<file path="src/rtl/rv32_dmem_pkg.sv">
// Shared types for the RV32 data-memory bridge: FSM states, bus payload and timeout default.
package rv32_dmem_pkg;

  localparam int unsigned ADDR_W = 32;
  localparam int unsigned DATA_W = 32;
  localparam int unsigned MASK_W = 4;

  localparam int unsigned DMEM_TIMEOUT_DEFAULT = 255;

  typedef enum logic [1:0] {
    IDLE = 2'd0,
    REQ  = 2'd1,
    DONE = 2'd2
  } dmem_state_e;

  // Payload held on the bus for the whole request.
  typedef struct packed {
    logic              write;
    logic [MASK_W-1:0] mask;
    logic [ADDR_W-1:0] addr;
    logic [DATA_W-1:0] wvalue;
  } dmem_req_t;

endpackage

</file>
<file path="src/rtl/rv32_dmem_bridge.sv">
// Bridges the memory stage's single-cycle load/store port to a registered valid/ready bus.
// Optional access timeout with fault pulse: define RV32_DMEM_TIMEOUT_EN.
module rv32_dmem_bridge
  import rv32_dmem_pkg::*;
#(
  parameter int unsigned TIMEOUT_CYCLES = DMEM_TIMEOUT_DEFAULT
) (
  input  logic        clk,
  input  logic        reset_n,
  input  logic        stall_in,
  input  logic        data_read_in,
  input  logic        data_write_in,
  input  logic [3:0]  data_write_mask_in,
  input  logic [31:0] data_address_in,
  input  logic [31:0] data_write_value_in,
  output logic [31:0] data_read_value_out,
  output logic        stall_out,
  output logic        fault_out,
  output logic        mem_valid_out,
  output logic        mem_write_out,
  output logic [3:0]  mem_write_mask_out,
  output logic [31:0] mem_address_out,
  output logic [31:0] mem_write_value_out,
  input  logic        mem_ready_in,
  input  logic [31:0] mem_read_value_in
);

  if (TIMEOUT_CYCLES == 0 || TIMEOUT_CYCLES > 255) begin : g_bad_timeout
    $error("rv32_dmem_bridge: TIMEOUT_CYCLES must be in 1..255");
  end

  dmem_state_e       state_q;
  dmem_req_t         req_q;
  logic              valid_q;
  logic [DATA_W-1:0] hold_q;
  logic              access;

`ifdef RV32_DMEM_TIMEOUT_EN
  logic [7:0] cnt_q;
  logic       fault_q;
`endif

  // A simultaneous read and write is resolved as a store.
  assign access = data_read_in | data_write_in;

  // Stall from the cycle an access is seen until the bus completes.
  assign stall_out = (state_q == REQ) || ((state_q == IDLE) && access);

  assign data_read_value_out = hold_q;
  assign mem_valid_out       = valid_q;
  assign mem_write_out       = req_q.write;
  assign mem_write_mask_out  = req_q.mask;
  assign mem_address_out     = req_q.addr;
  assign mem_write_value_out = req_q.wvalue;

`ifdef RV32_DMEM_TIMEOUT_EN
  assign fault_out = fault_q;
`else
  assign fault_out = 1'b0;
`endif

  always_ff @(posedge clk or negedge reset_n) begin
    if (!reset_n) begin
      state_q <= IDLE;
      req_q   <= '0;
      valid_q <= 1'b0;
      hold_q  <= '0;
`ifdef RV32_DMEM_TIMEOUT_EN
      cnt_q   <= 8'd0;
      fault_q <= 1'b0;
`endif
    end else begin
`ifdef RV32_DMEM_TIMEOUT_EN
      fault_q <= 1'b0;
`endif
      case (state_q)
        IDLE: begin
          if (access) begin
            req_q.write  <= data_write_in;
            req_q.mask   <= data_write_in ? data_write_mask_in : '0;
            req_q.addr   <= data_address_in;
            req_q.wvalue <= data_write_value_in;
            valid_q      <= 1'b1;
            state_q      <= REQ;
`ifdef RV32_DMEM_TIMEOUT_EN
            cnt_q        <= 8'd0;
`endif
          end
        end
        REQ: begin
          if (mem_ready_in) begin
            valid_q <= 1'b0;
            if (!req_q.write) begin
              hold_q <= mem_read_value_in;
            end
            state_q <= DONE;
          end
`ifdef RV32_DMEM_TIMEOUT_EN
          // Abandon the request; the slave sees valid drop without a handshake.
          else if (cnt_q == 8'(TIMEOUT_CYCLES - 1)) begin
            valid_q <= 1'b0;
            hold_q  <= '0;
            fault_q <= 1'b1;
            state_q <= DONE;
          end else begin
            cnt_q <= cnt_q + 8'd1;
          end
`endif
        end
        DONE: begin
          if (!stall_in) begin
            state_q <= IDLE;
          end
        end
        default: state_q <= IDLE;
      endcase
    end
  end

endmodule

</file>
<file path="config.mk">
export PLATFORM = sky130hd
export DESIGN_NAME = rv32_dmem_bridge
export DESIGN_NICKNAME = d
export VERILOG_FILES = /design/src/rtl/rv32_dmem_pkg.sv /design/src/rtl/rv32_dmem_bridge.sv
export SDC_FILE = /design/constraint.sdc
export NUM_CORES = 1
export LEC_CHECK = 0
export CAP_MARGIN = 5
export CORE_MARGIN = 5
export CORE_UTILIZATION = 36
export CTS_CLUSTER_DIAMETER = 50
export CTS_CLUSTER_SIZE = 28
export DETAILED_ROUTE_END_ITERATION = 7
export GPL_TIMING_DRIVEN = 0
export PLACE_DENSITY_LB_ADDON = 0.12
export SLEW_MARGIN = 0
export SYNTH_ARGS = -nofsm -noshare
export SYNTH_HDL_FRONTEND = slang
export SYNTH_SLANG_ARGS = --single-unit
</file>
<file path="constraint.sdc">
create_clock -name clk -period 1.5 [get_ports clk]
set_clock_uncertainty 0.15 [all_clocks]
set_input_delay 0.3 -clock clk [delete_from_list [all_inputs] [get_ports clk]]
set_output_delay 0.3 -clock clk [all_outputs]
set_load 0.005 [all_outputs]
</file>
==> results of run 1 <==
==> worst paths after layout <==
kind	start	slack, ns	to
max	state_q[0]	-0.19	stall_out
min	mem_ready_in	0.27	state_q[1]
max reg2reg	state_q[0]	-0.19	data_read_value_out[2]
min reg2reg	data_read_value_out[5]	0.34	data_read_value_out[5]
max in group asynchronous	reset_n	0.27	mem_address_out[2]
min in group asynchronous	reset_n	0.29	mem_address_out[25]
==> flip-flops by register name, indices dropped and copies added (netlist names) <==
register / count
mem_address_out: 32
data_read_value_out: 32
mem_write_out: 1
state_q: 2
mem_write_mask_out: 4
mem_write_value_out: 32
mem_valid_out: 1
==> per-layer routing <==
layer | up-vias | GRT usage
met5 | - | 0
met4 | 0 | 0.0532
li1 | 1311 | -
met1 | 1379 | 0.188
met3 | 11 | 0.0640
met2 | 129 | 0.223
==> cells in the final DEF (no fill, tap or decap), drive strengths merged, types with 2 or more instances in the layout <==
| cell | n |
|---|---|
| o21ai | 3 |
| clkinvlp | 2 |
| buf | 33 |
| and2 | 2 |
| a22o | 4 |
| nand2 | 2 |
| dlygate4sd2 | 102 |
| clkdlybuf4s50 | 101 |
| nor2 | 2 |
| clkbuf | 18 |
| dfrtp | 104 |
| mux2 | 96 |
==> layout make-up <==
class                   instances  area [µm²]  share of cell area
clock inverters                 3        45.0             0.00625
flip-flops and latches        104        2610               0.361
inverters                       1        3.75            0.000521
clock buffers                  11         233              0.0323
multi-input cells             117        1600               0.222
plain buffers                  11         203              0.0281
repair buffers                235        2340               0.324
well taps                     143         179              0.0248
==> cells in the mapped netlist, types with 2 or more instances <==
cell,n
mux2_2,34
mux2_1,2
buf_6,4
buf_12,6
mux2_4,60
dfrtp_1,104
o21ai_0,3
a22o_1,4
nand2_1,2
==> metrics by stage <==
stage	TNS, ns	hold WS [ns]	utilization
finish	-13.80	0.273	0.629
detailed placement	-51.07	0.180	0.568
CTS	-17.01	0.255	0.603
global placement	-466.04	0.319	0.566
global route	-21.29	0.280	0.629
floorplan	-9.07	-0.146	-
==> worst max-delay path, stage by stage (launching register included) <==
cell     delay (ns)
dfrtp_2        0.45
buf_4          0.15
nor3_4         0.11
nor2_2         0.05
buf_2          0.13
==> repair_timing <==
| item | CTS | global route |
|---|---|---|
| pin swaps | 1 | 1 |
| gates cloned | 1 | 7 |
| endpoints found under the hold margin | 41 | 0 |
| resized for setup | 152 | 18 |
| setup endpoints to repair | 199 | 145 |
| hold buffers | 1 | 0 |
| buffers inserted | 8 | 9 |
==> report_power, final <==
| group | internal, mW | leakage [nW] | switching (mW) |
|---|---|---|---|
| logic | 5.08 | 2.04 | 2.26 |
| registers | 4.25 | 1.22 | 0.783 |
| clock network | 1.28 | 0.128 | 0.961 |
| total | 10.6 | 3.39 | 4.00 |
==> kinds of logic after synthesis <==
family	share of synthesized area
AND/OR/NAND/NOR	0.0186
buffers and inverters	0.0417
flip-flops	0.615
multiplexers	0.309
other	0.000886
AO/OA/AOI/OAI	0.0154
==> impl_metrics.py, run 1 <==
metrics = {
    "status": {
        "status": "finished with violations",
        "failed_checks": "negative setup slack",
    },
    "grt": {
        "first_global_vias": 3031,
        "grt_usage": 0.147,
        "grt_overflow": 0,
        "grt_pass1_wl_mm": 16.5,
        "grt_antenna_before_repair": 0,
        "grt_max_degree": 64,
    },
    "place": {
        "dpl_cell_area_mm2": 0.00652,
        "io_buffer_count": 208,
        "dp_hpwl_mm": 7.73,
        "place_ws_ns": -0.698,
        "gp_congestion": 0.708,
        "placed_cells": 585,
    },
    "route": {
        "wl_met2_mm": 5.03,
        "drcViolationCount": 0,
        "firstDrtPassIters": 4,
        "top_layer_used": "met4",
        "first_iter_violations": 135,
        "wl_mm": 11.1,
        "vias": 2830,
        "wire_per_inst_um": 17.7,
        "vias_per_cell": 4.53,
        "ant_nets": 0,
        "met1Wirelength_mm": 4.80,
        "wl_met3_mm": 1.08,
    },
    "power": {
        "power_density_mw_per_mm2": 2030,
        "vdd_drop_max_uv": 983,
        "leakage_nw": 3.39,
        "p_total_mw": 14.6,
    },
    "timing": {
        "min_period_over_period": 1.12,
        "slew-limit-headroom": 0.601,
        "setup_slack_ns": -0.187,
        "finalHoldViolCount": 0,
        "fmax_ghz": 0.593,
        "period_needed_ns": 1.69,
        "rsz0062_at_grt": "yes",
        "maxSlewViolCount": 0,
        "tightest_slew_ns": 0.593,
        "setup_viol": 97,
    },
    "setup_path": {
        "arrival_ns": 1.24,
        "cp-end-kind": "primary output",
        "worstPathRequired_ns": 1.05,
        "crit_type": "register to primary output",
        "r2r_cells": 5,
        "start_kind": "register",
        "cp_max_fo": 4,
    },
    "synthesis": {
        "synth.distinct_cells": 23,
        "synth_area_mm2": 0.00423,
        "netlist_instances": 233,
        "synth_top_area_frac": 0.615,
        "synthFlopType": "dfrtp_1",
        "synth-seq-cells": 104,
        "synth_edf_count": 0,
        "synth_top_area_cell": "dfrtp_1",
        "ys_seq_area_frac": 0.615,
        "async_flop_share": 1.00,
        "syn-num-nets": 339,
        "synth_warnings": 0,
        "syn_area_per_cell_um2": 18.2,
        "yosys-top-cells-area": "dfrtp_1 61%, mux2_4 21%, mux2_2 9.0%, buf_12 2.8%, buf_6 1.1%",
    },
    "die": {
        "pin_count": 210,
        "start_util": 0.369,
        "die_area_mm2": 0.0140,
        "rows": 39,
        "die_w_um": 118,
        "coreArea_mm2": 0.0115,
        "die_h_um": 118,
    },
    "clock_tree": {
        "cts-root-buf": "clkbuf_16",
        "clk_latency_ns": 0.33,
        "clk_pin_slew_ns": 0.06,
        "cts_sinks": 104,
        "cts_tree": "done",
        "clockBufferDepth": 2,
        "numCtsBuffers": 9,
        "htree_levels": 3,
    },
    "cells_and_area": {
        "syn2layout_area_growth_pct": 70.4,
        "finalInstanceArea_mm2": 0.00721,
        "num-fill-cells": 924,
        "drive_gt1_frac": 0.324,
        "fin_cells": 625,
        "antennaDiodeCount": 0,
        "fin_nets": 585,
    },
    "hold_path": {
        "whs_path_depth": 3,
        "hold_path_class": "input pin to register",
    },
    "job": {
        "cap_violations": 0,
    },
}
No activity file was read; power rests on OpenSTA's default activity.
==> run 2, diff against run 1 <==
- CTS_CLUSTER_DIAMETER: 50 -> unset
==> results of run 2 <==
The final DEF is identical to that of run 1; final timing and power are the same.
==> run 3, diff against run 2 <==
- CORE_UTILIZATION: 36 -> 43
- clock period: 1.5 -> 2.1 ns (I/O delays scaled with it)
==> run 3 against run 2 <==
The run now ends clean. Count of clock-buffer cells in the layout did not move. Clock power down 37%. Register-to-register slack improved by 0.49 ns. Power decreased by 32%. Final cell count decreased by 5.3%. Via count fell by 4.6%.
==> impl_metrics.py, run 3 (synthesis results as in run 1) <==
metrics = {
    "timing": {
        "slew-limit-headroom": 0.540,
        "period_needed_ns": 2.02,
        "tightest_slew_ns": 0.690,
        "finalHoldViolCount": 0,
        "fmax_ghz": 0.496,
        "rsz0062_at_grt": "no",
        "maxSlewViolCount": 0,
        "min_period_over_period": 0.961,
        "setup_viol": 0,
    },
    "setup_path": {
        "cp_max_fo": 4,
        "timing.rr.start": "state_q[1]",
        "r2r_setup_slack_ns": 0.30,
        "start_kind": "input pin",
        "cp-end-kind": "primary output",
        "crit_type": "input pin to primary output",
        "endpoint": "stall_out",
        "arrival_ns": 1.45,
        "r2r-end": "data_read_value_out[30]",
        "r2r_cells": 3,
        "crit_start": "data_write_in",
        "worstPathRequired_ns": 1.53,
    },
    "route": {
        "first_iter_violations": 113,
        "wire_per_inst_um": 17.4,
        "ant_nets": 0,
        "vias": 2699,
        "firstDrtPassIters": 4,
        "wl_mm": 10.3,
        "drcViolationCount": 0,
        "vias_per_cell": 4.56,
    },
    "status": {
        "status": "complete, no violations",
    },
    "die": {
        "die_h_um": 109,
        "start_util": 0.437,
        "coreArea_mm2": 0.00968,
        "pin_count": 210,
        "die_area_mm2": 0.0119,
        "rows": 36,
        "die_w_um": 109,
    },
    "cells_and_area": {
        "final_common_cell": "clkdlybuf4s50_1",
        "syn2layout_area_growth_pct": 59.4,
        "final_core_util": 0.697,
        "finalInstanceArea_mm2": 0.00675,
        "fin_cells": 592,
        "fin_nets": 560,
        "antennaDiodeCount": 0,
        "final_cell_mix": "206 x clkdlybuf4s50_1, 104 x dfrtp_1, 60 x mux2_4",
        "drive_gt1_frac": 0.275,
    },
    "hold_path": {
        "hold_path_class": "register to register",
    },
    "clock_tree": {
        "clk_latency_ns": 0.36,
        "htree_levels": 3,
        "numCtsBuffers": 9,
        "cts_tree": "done",
        "cts_sinks": 104,
        "clockBufferDepth": 2,
        "clk_pin_slew_ns": 0.09,
        "cts-root-buf": "clkbuf_8",
    },
    "power": {
        "leakage_nw": 2.91,
        "vdd_drop_max_uv": 677,
        "power_density_mw_per_mm2": 1480,
    },
    "grt": {
        "grt_pass1_wl_mm": 15.9,
        "grt_max_degree": 54,
        "first_global_vias": 3034,
        "grt_usage": 0.176,
        "grt_antenna_before_repair": 0,
        "grt_overflow": 0,
    },
    "place": {
        "dp_hpwl_mm": 7.82,
        "dpl_cell_area_mm2": 0.00651,
        "io_buffer_count": 208,
        "placed_cells": 575,
        "gp_congestion": 0.724,
    },
    "job": {
        "cap_violations": 0,
    },
}
run 3: critical path, cell delays in order:
cell and delay, ns:
clkdlybuf4s50_1 0.46, nor3_1 0.21, nor2_1 0.07, dlygate4sd2_1 0.29
run 3: cell type report:
| type | count | area [µm²] |
|---|---|---|
| fill | 699 | 2940 |
| clock inverter | 5 | 78.8 |
| sequential | 104 | 2600 |
| clock buffer | 11 | 151 |
| inverter | 1 | 3.75 |
| tap | 133 | 166 |
| multi-input combinational | 117 | 1450 |
| buffer | 11 | 173 |
| timing repair buffer | 210 | 2120 |
run 3: how the worst min path moves through the flow:
stage                                 from                      to  cells past startpoint
global placement    data_read_value_out[4]  data_read_value_out[4]                      1
global route        data_read_value_out[5]  data_read_value_out[5]                      1
CTS                 data_read_value_out[5]  data_read_value_out[5]                      1
detailed placement  data_read_value_out[5]  data_read_value_out[5]                      1
floorplan                          reset_n  data_read_value_out[0]                      0
finish              data_read_value_out[5]  data_read_value_out[5]                      1
run 3: routing by layer:
metal	global-route usage	share of wire
met1	0.214	0.40
met2	0.285	0.48
met3	0.0639	0.10
met4	0.0703	0.016
met5	0	0
run 3: power by group:
| part | internal [mW] | switching (mW) | total [mW] |
|---|---|---|---|
| clock network | 0.735 | 0.668 | 1.40 |
| logic | 3.57 | 1.43 | 5.00 |
| registers | 3.03 | 0.575 | 3.60 |
run 3: metrics by stage:
stage | setup WS, ns | power (mW) | hold slack (ns) | TNS, ns
floorplan | 0.445 | 5.99 | -0.0256 | 0
global placement | -3.44 | 8.59 | 0.316 | -361.55
detailed placement | -0.157 | 8.71 | 0.325 | -4.22
CTS | 0.0829 | 10.2 | 0.346 | 0
global route | 0.0248 | 10.6 | 0.371 | 0
finish | 0.0824 | 10.0 | 0.341 | 0
run 3: timing repair:
action                                 CTS  global route
endpoints found under the hold margin   52             0
setup endpoints to repair                1             0
resized for setup                        1             0
setup buffers                            0             0
hold buffers                             1             0
